## config.mk

```make
export PLATFORM = sky130hd
export DESIGN_NAME = hazard_stall_controller_flat
export DESIGN_NICKNAME = d
export VERILOG_FILES = /design/src/rtl/hazard_stall_if.sv /design/src/rtl/hazard_stall_controller.sv /design/src/flat_wrapper.sv
export SDC_FILE = /design/constraint.sdc
export NUM_CORES = 1
export LEC_CHECK = 0
export BUFFER_PORTS_ARGS = -buffer_cell sky130_fd_sc_hd__buf_2
export CAP_MARGIN = 20
export CORE_ASPECT_RATIO = 1.75
export CORE_UTILIZATION = 40
export DETAILED_ROUTE_END_ITERATION = 8
export PLACE_DENSITY = 0.69
export RECOVER_POWER = 100
export SLEW_MARGIN = 20
export SYNTH_ARGS = -nofsm -noshare
export SYNTH_HDL_FRONTEND = slang
export SYNTH_SLANG_ARGS = --single-unit
```

## constraint.sdc

```tcl
create_clock -name clk -period 2.2 [get_ports clk]
set_clock_uncertainty 0.1 [all_clocks]
set_input_delay 0 -clock clk [delete_from_list [all_inputs] [get_ports clk]]
set_output_delay 0 -clock clk [all_outputs]
set_load 0.05 [all_outputs]
```

## src/rtl/hazard_stall_if.sv

```systemverilog
// Pipeline hazard bundle between the core's decode/execute stages and the stall controller.
// Master is the pipeline side; slave is the controller.
interface hazard_stall_if #(
  parameter int CNT_W = 16
);
  logic [4:0]       ID_rs1;
  logic [4:0]       ID_rs2;
  logic             ID_uses_rs1;
  logic             ID_uses_rs2;
  logic [4:0]       ID_EX_rd;
  logic             ID_EX_MemRead;
  logic             ID_EX_is_mdu;
  logic             mdu_done;
  logic             branch_taken;
  logic             halt_req;
  logic             stall_clr;
  logic             PC_write;
  logic             IF_ID_write;
  logic             IF_ID_flush;
  logic             ID_EX_write;
  logic             ID_EX_bubble;
  logic             EX_MEM_bubble;
  logic [1:0]       state;
  logic [CNT_W-1:0] stall_count;

  modport master (
    output ID_rs1, ID_rs2, ID_uses_rs1, ID_uses_rs2, ID_EX_rd, ID_EX_MemRead,
           ID_EX_is_mdu, mdu_done, branch_taken, halt_req, stall_clr,
    input  PC_write, IF_ID_write, IF_ID_flush, ID_EX_write, ID_EX_bubble,
           EX_MEM_bubble, state, stall_count
  );

  modport slave (
    input  ID_rs1, ID_rs2, ID_uses_rs1, ID_uses_rs2, ID_EX_rd, ID_EX_MemRead,
           ID_EX_is_mdu, mdu_done, branch_taken, halt_req, stall_clr,
    output PC_write, IF_ID_write, IF_ID_flush, ID_EX_write, ID_EX_bubble,
           EX_MEM_bubble, state, stall_count
  );
endinterface

```

## src/rtl/hazard_stall_controller.sv

```systemverilog
// Stall/flush sequencer for the 5-stage core: load-use, multi-cycle MDU, taken branch
// and external halt, plus a saturating count of cycles in which the PC was held.
module hazard_stall_controller #(
  parameter int LOAD_LAT = 1,
  parameter int CNT_W    = 16
) (
  input logic          clk,
  input logic          rst_n,
  hazard_stall_if.slave bus
);

  typedef enum logic [1:0] {
    RUN        = 2'd0,
    LOAD_STALL = 2'd1,
    MDU_WAIT   = 2'd2,
    HALTED     = 2'd3
  } state_t;

  localparam logic [3:0]       LOAD_INIT = 4'(LOAD_LAT - 1);
  localparam logic [CNT_W-1:0] CNT_MAX   = '1;

  state_t           state_q;
  state_t           state_d;
  logic [3:0]       lcnt_q;
  logic [3:0]       lcnt_d;
  logic [CNT_W-1:0] count_q;

  logic load_use;
  logic mdu_wait;
  logic pc_w;
  logic ifid_w;
  logic ifid_f;
  logic idex_w;
  logic idex_b;
  logic exmem_b;

  assign load_use = bus.ID_EX_MemRead && (bus.ID_EX_rd != 5'd0) &&
                    ((bus.ID_uses_rs1 && (bus.ID_rs1 == bus.ID_EX_rd)) ||
                     (bus.ID_uses_rs2 && (bus.ID_rs2 == bus.ID_EX_rd)));
  assign mdu_wait = bus.ID_EX_is_mdu && !bus.mdu_done;

  always_comb begin
    state_d = state_q;
    lcnt_d  = lcnt_q;
    pc_w    = 1'b1;
    ifid_w  = 1'b1;
    ifid_f  = 1'b0;
    idex_w  = 1'b1;
    idex_b  = 1'b0;
    exmem_b = 1'b0;
    unique case (state_q)
      RUN: begin
        if (mdu_wait) begin
          pc_w    = 1'b0;
          ifid_w  = 1'b0;
          idex_w  = 1'b0;
          exmem_b = 1'b1;
          state_d = MDU_WAIT;
        end else if (bus.branch_taken) begin
          ifid_f = 1'b1;
          idex_b = 1'b1;
        end else if (bus.halt_req) begin
          pc_w    = 1'b0;
          ifid_w  = 1'b0;
          idex_b  = 1'b1;
          state_d = HALTED;
        end else if (load_use) begin
          pc_w   = 1'b0;
          ifid_w = 1'b0;
          idex_b = 1'b1;
          if (LOAD_LAT > 1) begin
            state_d = LOAD_STALL;
            lcnt_d  = LOAD_INIT;
          end
        end
      end
      LOAD_STALL: begin
        // EX holds a bubble here, so branches cannot resolve and halts wait for RUN.
        pc_w   = 1'b0;
        ifid_w = 1'b0;
        idex_b = 1'b1;
        lcnt_d = lcnt_q - 4'd1;
        if (lcnt_q <= 4'd1) begin
          lcnt_d  = 4'd0;
          state_d = RUN;
        end
      end
      MDU_WAIT: begin
        if (bus.mdu_done) begin
          state_d = RUN;
        end else begin
          pc_w    = 1'b0;
          ifid_w  = 1'b0;
          idex_w  = 1'b0;
          exmem_b = 1'b1;
        end
      end
      HALTED: begin
        pc_w   = 1'b0;
        ifid_w = 1'b0;
        idex_b = 1'b1;
        if (!bus.halt_req) begin
          state_d = RUN;
        end
      end
      default: state_d = RUN;
    endcase
    // Every enable reads as zero while reset is held.
    if (!rst_n) begin
      pc_w    = 1'b0;
      ifid_w  = 1'b0;
      ifid_f  = 1'b0;
      idex_w  = 1'b0;
      idex_b  = 1'b0;
      exmem_b = 1'b0;
    end
  end

  always_ff @(posedge clk or negedge rst_n) begin
    if (!rst_n) begin
      state_q <= RUN;
      lcnt_q  <= 4'd0;
    end else begin
      state_q <= state_d;
      lcnt_q  <= lcnt_d;
    end
  end

  always_ff @(posedge clk or negedge rst_n) begin
    if (!rst_n) begin
      count_q <= '0;
    end else if (bus.stall_clr) begin
      count_q <= '0;
    end else if (!pc_w && (count_q != CNT_MAX)) begin
      count_q <= count_q + 1'b1;
    end
  end

  assign bus.PC_write      = pc_w;
  assign bus.IF_ID_write   = ifid_w;
  assign bus.IF_ID_flush   = ifid_f;
  assign bus.ID_EX_write   = idex_w;
  assign bus.ID_EX_bubble  = idex_b;
  assign bus.EX_MEM_bubble = exmem_b;
  assign bus.state         = state_q;
  assign bus.stall_count   = count_q;

endmodule
```

## src/flat_wrapper.sv

```systemverilog
// flat-port wrapper written by rule: the top's interface ports become plain ports
module hazard_stall_controller_flat 
#(
  parameter int LOAD_LAT = 1,
  parameter int CNT_W    = 16
)
  (clk, rst_n, bus_ID_rs1, bus_ID_rs2, bus_ID_uses_rs1, bus_ID_uses_rs2, bus_ID_EX_rd, bus_ID_EX_MemRead, bus_ID_EX_is_mdu, bus_mdu_done, bus_branch_taken, bus_halt_req, bus_stall_clr, bus_PC_write, bus_IF_ID_write, bus_IF_ID_flush, bus_ID_EX_write, bus_ID_EX_bubble, bus_EX_MEM_bubble, bus_state, bus_stall_count);
  hazard_stall_if #(.CNT_W(CNT_W)) bus_i ();
  input logic clk;
  input logic rst_n;
  input wire logic [$bits(bus_i.ID_rs1)-1:0] bus_ID_rs1;
  input wire logic [$bits(bus_i.ID_rs2)-1:0] bus_ID_rs2;
  input wire logic [$bits(bus_i.ID_uses_rs1)-1:0] bus_ID_uses_rs1;
  input wire logic [$bits(bus_i.ID_uses_rs2)-1:0] bus_ID_uses_rs2;
  input wire logic [$bits(bus_i.ID_EX_rd)-1:0] bus_ID_EX_rd;
  input wire logic [$bits(bus_i.ID_EX_MemRead)-1:0] bus_ID_EX_MemRead;
  input wire logic [$bits(bus_i.ID_EX_is_mdu)-1:0] bus_ID_EX_is_mdu;
  input wire logic [$bits(bus_i.mdu_done)-1:0] bus_mdu_done;
  input wire logic [$bits(bus_i.branch_taken)-1:0] bus_branch_taken;
  input wire logic [$bits(bus_i.halt_req)-1:0] bus_halt_req;
  input wire logic [$bits(bus_i.stall_clr)-1:0] bus_stall_clr;
  output wire logic [$bits(bus_i.PC_write)-1:0] bus_PC_write;
  output wire logic [$bits(bus_i.IF_ID_write)-1:0] bus_IF_ID_write;
  output wire logic [$bits(bus_i.IF_ID_flush)-1:0] bus_IF_ID_flush;
  output wire logic [$bits(bus_i.ID_EX_write)-1:0] bus_ID_EX_write;
  output wire logic [$bits(bus_i.ID_EX_bubble)-1:0] bus_ID_EX_bubble;
  output wire logic [$bits(bus_i.EX_MEM_bubble)-1:0] bus_EX_MEM_bubble;
  output wire logic [$bits(bus_i.state)-1:0] bus_state;
  output wire logic [$bits(bus_i.stall_count)-1:0] bus_stall_count;
  assign bus_i.ID_rs1 = bus_ID_rs1;
  assign bus_i.ID_rs2 = bus_ID_rs2;
  assign bus_i.ID_uses_rs1 = bus_ID_uses_rs1;
  assign bus_i.ID_uses_rs2 = bus_ID_uses_rs2;
  assign bus_i.ID_EX_rd = bus_ID_EX_rd;
  assign bus_i.ID_EX_MemRead = bus_ID_EX_MemRead;
  assign bus_i.ID_EX_is_mdu = bus_ID_EX_is_mdu;
  assign bus_i.mdu_done = bus_mdu_done;
  assign bus_i.branch_taken = bus_branch_taken;
  assign bus_i.halt_req = bus_halt_req;
  assign bus_i.stall_clr = bus_stall_clr;
  assign bus_PC_write = bus_i.PC_write;
  assign bus_IF_ID_write = bus_i.IF_ID_write;
  assign bus_IF_ID_flush = bus_i.IF_ID_flush;
  assign bus_ID_EX_write = bus_i.ID_EX_write;
  assign bus_ID_EX_bubble = bus_i.ID_EX_bubble;
  assign bus_EX_MEM_bubble = bus_i.EX_MEM_bubble;
  assign bus_state = bus_i.state;
  assign bus_stall_count = bus_i.stall_count;
  hazard_stall_controller #(.LOAD_LAT(LOAD_LAT), .CNT_W(CNT_W)) u_core (.clk(clk), .rst_n(rst_n), .bus(bus_i));
endmodule
```

==> reports/qor.yml, run 1 <==
setup_path:
  worstSetupStartpointType: "register"
  cp-end-kind: "register"
  cp_data_required_time_ns: 2.25
  critPathKind: "reg -> reg"
  max_stage_delay_ns: 0.49
  r2r_end: "u_core.bus.stall_count[15]$_DFFE_PN0P_"
  cp_max_fo: 2
  reg2reg_depth: 7
  crit_chain: "ha_4 > nand3_2 > nor4_2 > or4b_4 > or4_4 > nor2_4 > mux2_4"
  crit_arrival_ns: 2.35
  slowest_stage: "or4b_4"
  reg2reg_from: "u_core.bus.stall_count[1]$_DFFE_PN0P_"
  rrSetupSlack_ns: -0.1
logic_synthesis:
  syn_inst: 166
  synth.distinct_cells: 44
  synth_enable_flop_cells: 0
  synth_flop_cell: "dfrtp_1"
  synth_area_um2: 1495
  synth_top_area_share_pct: 36.82
  synth-seq-cells: 22
  avgSynthCellArea_um2: 9.007
  synth_top_area_cell: "dfrtp_1"
  ys_seq_area_share_pct: 36.82
  synthesis.nets: 194
  yosysWarningCount: 0
  async_reset_ff_share_pct: 100.0
  synth_area_leaders: "dfrtp_1 (37%), xnor2_1 (5.9%), nor2_1 (4.5%)"
routing:
  routed-wl-met3_um: 100
  met2_length_um: 2261
  wirelength_um: 3911
  wl_per_cell_um: 13.67
  vias_per_cell: 5.203
  drc: 0
  drt_pass1_iterations: 4
  drtIter0Drc: 28
  final_antenna_net_count: 0
  vias: 1488
  wl_met1_um: 1472
  highest_layer: "met4"
cells_and_area:
  final_cells: 286
  final_nets: 269
  drive_gt1_share_pct: 35.42
  area_growth_pct: 37.66
  fill_cells: 357
  fin_util_pct: 57.30
  diodes: 0
clocking:
  clock_sinks: 22
  cts_tree: "built"
  cts-root-buf: "clkbuf_8"
  clock_path_buffers: 2
  cts_post_setup_buffers_inserted: 0
  clock_latency_ns: 0.26
  path_clk_slew_ns: 0.08
  cts_buffers: 3
  htreeDepth: 1
sta:
  finalSetupViolCount: 2
  whs_ns: 0.0006519
  period_needed_ns: 2.295
  slew_viol_final: 0
  finalCritPeriodShare_pct: 104.3
  setup-tns-final_ns: -0.1342
  relSlewSlack_pct: 58.91
  fmax_ghz: 0.4357
  tightest_slew_ns: 0.6191
  rsz0062_at_grt: "yes"
  hold_violations: 0
  setup_ws_ns: -0.09502
run_status:
  violations: "negative setup slack"
  outcome: "finished, violations left"
global_route:
  gr-total-overflow: 0
  antenna_found_initial: 0
  grt_use_total_pct: 21.44
  grt_pass1_wl_um: 6410
  grt_pass1_vias: 1500
  grt_max_degree: 25
min_path:
  min_path_type: "in -> reg"
  hp-start: "bus_branch_taken"
  hold-path-endpoint: "u_core.bus.state[0]$_DFFE_PN0P_"
  hold_depth: 4
floorplan:
  die_x_um: 48.22
  rows: 29
  ios: 49
  die_area_um2: 3996
  core_area_um2: 3592
  fp.dieH_um: 82.88
  initial_core_util_pct: 41.62
placed_design:
  io_buffers: 48
  hpwl_um: 3055
  dp.cells: 280
  place_congestion: 0.8136
pwr:
  powerDensity_nw_per_um2: 510.9
  worst_ir_drop_vdd_uv: 420.7
  finalPower_uw: 1052
  p_leak_uw: 0.0009086
flow_run:
  drv_cap: 0
==> cell type report <==
cell class,instances,area (um^2),share of cell area (%)
inverter,4,15.01,0.7295
multi-input combinational,134,950.9,46.20
sequential,22,558.0,27.11
clock buffer,4,55.05,2.675
tap,46,57.56,2.796
timing repair buffer,76,421.7,20.49
==> cells by family (layout without fill, tap and decap cells) <==
kind of cell             count (synthesis)  count (layout)  share of synthesized area [%]
buffers and inverters                   10              84                          3.598
AND/OR/NAND/NOR                         79              79                          30.63
XOR/XNOR                                12              12                          7.029
adder cells (fa/ha/maj)                  3               3                          2.511
multiplexers                             8               8                          5.941
flip-flops                              22              22                          36.82
AO/OA/AOI/OAI                           32              32                          13.47
==> registers in the layout, summed over array words and instances (netlist names) <==
| signal | count |
|---|---|
| u_core.bus.state | 2 |
| u_core.lcnt_q | 4 |
| u_core.bus.stall_count | 16 |
==> repair_timing <==
item	4_1_cts	5_1_grt
hold endpoints to repair	24	0
pin swaps	1	0
setup endpoints to repair	9	10
resized for setup	3	5
hold buffers	2	0
==> critical path: cells and delay by family (launching register included) <==
kind | cells | cell delay (ns)
AND/OR/NAND/NOR | 5 | 1.19
flip-flops | 1 | 0.43
multiplexers | 1 | 0.30
adder cells (fa/ha/maj) | 1 | 0.17
==> metal layers <==
layer  vias up  global-route usage, %
met1       697                  22.88
li1        751                      -
met3         6                  2.826
met5         -                      0
met4         0                  5.303
met2        34                  39.88
==> cell usage in the layout (no fill, tap or decap), types with 2 or more instances in the layout <==
cell type and count:
a21o_1 2, nor3_1 3, nand2b_1 4, inv_1 4, o22ai_1 2, dlygate4sd3_1 2, clkbuf_8 4, buf_4 24
clkbuf_2 3, and3_1 2, xor2_1 2, or3_1 3, xnor2_1 10, ha_1 2, dfrtp_2 6, o21ai_2 2
nand4_1 4, nand3_1 5, nand2_1 9, o31ai_1 3, buf_2 24, mux2_2 5, dfrtp_1 16, nor4_2 2
or4_1 4, nor4b_2 2, a21oi_1 9, clkbuf_1 23, nor2_1 16, nand3_2 2, o21ai_0 8, nor4_1 4
nor2b_1 8
==> worst max-delay path by stage <==
stage	depth (start not counted)	slack (ns)	start	endpoint
2_1_floorplan	7	-0.23	u_core.bus.stall_count[0]$_DFFE_PN0P_	u_core.bus.stall_count[15]$_DFFE_PN0P_
3_5_place_dp	7	-0.08	u_core.bus.stall_count[1]$_DFFE_PN0P_	u_core.bus.stall_count[15]$_DFFE_PN0P_
6_report	7	-0.1	u_core.bus.stall_count[1]$_DFFE_PN0P_	u_core.bus.stall_count[15]$_DFFE_PN0P_
5_1_grt	7	-0.14	u_core.bus.stall_count[1]$_DFFE_PN0P_	u_core.bus.stall_count[15]$_DFFE_PN0P_
4_1_cts	7	-0.1	u_core.bus.stall_count[1]$_DFFE_PN0P_	u_core.bus.stall_count[15]$_DFFE_PN0P_
3_3_place_gp	7	-0.05	u_core.bus.stall_count[1]$_DFFE_PN0P_	u_core.bus.stall_count[15]$_DFFE_PN0P_
==> through the flow <==
stage	area (um^2)	setup slack, ns
6_report	2058	-0.09502
5_1_grt	2058	-0.1449
4_1_cts	2068	-0.09979
3_5_place_dp	1982	-0.07862
3_3_place_gp	1982	-0.04886
2_1_floorplan	1528	-0.2298
==> report_power, final <==
| part | switching (uW) | internal [uW] |
|---|---|---|
| combinational | 214 | 110 |
| clock | 130 | 159 |
| sequential | 17.5 | 421 |
==> Yosys cell counts (all sizes together), types with 3 or more instances <==
cell	count
a21oi	9
buf	4
dfrtp	22
ha	3
inv	4
mux2	7
nand2	9
nand2b	5
nand3	7
nand4	5
nor2	18
nor2b	8
nor3	3
nor4	6
nor4b	3
o21ai	10
o31ai	3
or3	3
or4	5
xnor2	10
No activity file was read; power rests on OpenSTA's default activity.
==> inputs of run 2 (changes only) <==
- PLACE_DENSITY: 0.69 -> 0.68
==> run 2 against run 1 <==
The flow still finishes with violations (negative setup slack). Utilization rose by 2.8 points. Non-clock buffer count rose by 3. Die area did not move. First-iteration DRC count rose by 25%. Sequential cell count did not move. Worst setup slack got worse by 0.016 ns. Fmax fell by 0.69%. Critical path depth did not move. Register-to-register slack got worse by 0.02 ns. Sequential share of layout area fell by 1.3 points. Global-route usage fell by 0.73 points. Clock-buffer cell count fell by 1. Critical path type unchanged.
==> reports/qor.yml, run 2 (same netlist as run 1, synthesis figures left out) <==
flow_run:
  drv_cap: 0
sta:
  fmax_ghz: 0.4327
  slew_viol_final: 0
  hold_violations: 0
  setup_ws_ns: -0.1109
  finalCritPeriodShare_pct: 105.0
  relSlewSlack_pct: 59.46
  tightest_slew_ns: 0.6107
  rsz0062_at_grt: "yes"
  whs_ns: 0.02998
  finalSetupViolCount: 3
  period_needed_ns: 2.311
global_route:
  grt_use_total_pct: 20.71
  grt_max_degree: 25
  grt_pass1_vias: 1456
  gr-total-overflow: 0
  antenna_found_initial: 0
  grt_pass1_wl_um: 6099
pwr:
  p_clk_share_pct: 32.2
  p_leak_uw: 0.0009553
  finalPower_uw: 1186
  switching_share_pct: 32.68
  p_comb_share_pct: 30.9
  worst_ir_drop_vdd_uv: 553.4
  netSwitchingPower_uw: 387.4
  p_seq_share_pct: 36.9
  powerDensity_nw_per_um2: 549.3
  cell_internal_pwr_uw: 798.1
setup_path:
  cp_data_required_time_ns: 2.25
  crit_arrival_ns: 2.36
  crit_chain: "ha_4 > nand3_4 > nor4_2 > or4b_4 > or4_1 > nor2_2 > mux2_4"
  critPathKind: "reg -> reg"
  cp-end-kind: "register"
  max_stage_delay_ns: 0.50
  cp_max_fo: 3
  worstSetupStartpointType: "register"
  slowest_stage: "or4b_4"
  crit_family: "simple AND/OR/NAND/NOR gates"
  rrSetupSlack_ns: -0.11
  crit_buf_inv: 0
run_status:
  violations: "negative setup slack"
  outcome: "finished, violations left"
floorplan:
  initial_core_util_pct: 41.62
  die_x_um: 48.22
  die_area_um2: 3996
  core_area_um2: 3592
  rows: 29
  fp.dieH_um: 82.88
  ios: 49
cells_and_area:
  final_cell_mix: "buf_2 (29), buf_4 (28), clkbuf_1 (19)"
  diodes: 0
  final_nets: 272
  mostFrequentLayoutCell: "buf_2"
  drive_gt1_share_pct: 38.68
  final_area_um2: 2158
  area_growth_pct: 44.35
  largest_reg_flops: 16
routing:
  final_antenna_net_count: 0
  vias_per_cell: 5.419
  drtIter0Drc: 35
  vias: 1566
  drt_pass1_iterations: 4
  wirelength_um: 4177
  drc: 0
  wl_per_cell_um: 14.45
placed_design:
  place_area_um2: 1974
  place_congestion: 0.7963
  hpwl_um: 3003
  io_buffers: 48
min_path:
  min_path_type: "in -> reg"
clocking:
  cts-root-buf: "clkbuf_8"
  clock_latency_ns: 0.26
  clock_path_buffers: 2
  cts_tree: "built"
  path_clk_slew_ns: 0.08
  cts_buffers: 3
  clock_sinks: 22
  htreeDepth: 1
-- run 2: changes by cell type in the layout (fill, tap and decap cells not counted), sizes merged --
| cell | before | now |
|---|---|---|
| buf | 48 | 58 |
| bufinv | 0 | 1 |
| clkbuf | 30 | 22 |
-- run 2: repair_timing --
action	in CTS	in global routing
pin swaps	1	2
hold endpoints to repair	24	0
endpoints found under the setup margin	9	13
setup buffers	0	4
resized for setup	2	14
hold buffers	2	0
-- run 2: final timing paths --
kind | from | depth (start not counted) | end
min in group asynchronous | rst_n | 3 | u_core.bus.stall_count[5]$_DFFE_PN0P_
hold / removal | bus_branch_taken | 4 | u_core.bus.state[0]$_DFFE_PN0P_
setup / recovery | u_core.bus.stall_count[0]$_DFFE_PN0P_ | 7 | u_core.bus.stall_count[15]$_DFFE_PN0P_
setup reg to reg | u_core.bus.stall_count[0]$_DFFE_PN0P_ | 7 | u_core.bus.stall_count[15]$_DFFE_PN0P_
max in group asynchronous | rst_n | 3 | u_core.bus.stall_count[4]$_DFFE_PN0P_
hold reg to reg | u_core.lcnt_q[2]$_DFFE_PN0N_ | 2 | u_core.lcnt_q[2]$_DFFE_PN0N_
-- run 2: power groups by stage --
stage / Sequential [uW] / Clock [uW] / Combinational (uW)
6_report: 438 / 382 / 366
3_5_place_dp: 445 / 0 / 337
3_3_place_gp: 444 / 0 / 331
5_1_grt: 440 / 400 / 392
2_1_floorplan: 497 / 0 / 167
4_1_cts: 437 / 390 / 343
-- run 2: per-layer routing --
layer | share of wire, % | wire [um] | track usage (%)
met5 | 0 | 0 | 0
met4 | 2.9 | 121 | 6.566
met3 | 3.0 | 126 | 1.957
met2 | 58 | 2421 | 38.79
met1 | 36 | 1507 | 21.49
-- run 2: per-stage QoR --
stage          TNS, ns  setup slack [ns]  utilization, %  cells
2_1_floorplan  -0.2769           -0.2298               -    166
3_3_place_gp   -0.1447          -0.06936           54.96    279
3_5_place_dp   -0.2049          -0.09196           54.96    279
4_1_cts        -0.2814           -0.1048           57.85    285
5_1_grt        -0.5151           -0.1513           60.08    289
6_report       -0.1193           -0.1109           60.08    289
-- run 2: worst reg2reg max path, stage by stage, from the launching register on --
cell	delay, ns
dfrtp_2	0.43
ha_4	0.17
nand3_4	0.08
nor4_2	0.06
or4b_4	0.50
or4_1	0.43
nor2_2	0.11
mux2_4	0.31
-- run 2: area by class of cell --
type	count	area, um^2
Tap cell	46	57.56
Multi-Input combinational cell	134	999.7
Clock buffer	3	41.29
Fill cell	320	1434
Clock inverter	1	30.03
Timing Repair Buffer	79	457.9
Sequential cell	22	556.8
Inverter	4	15.01
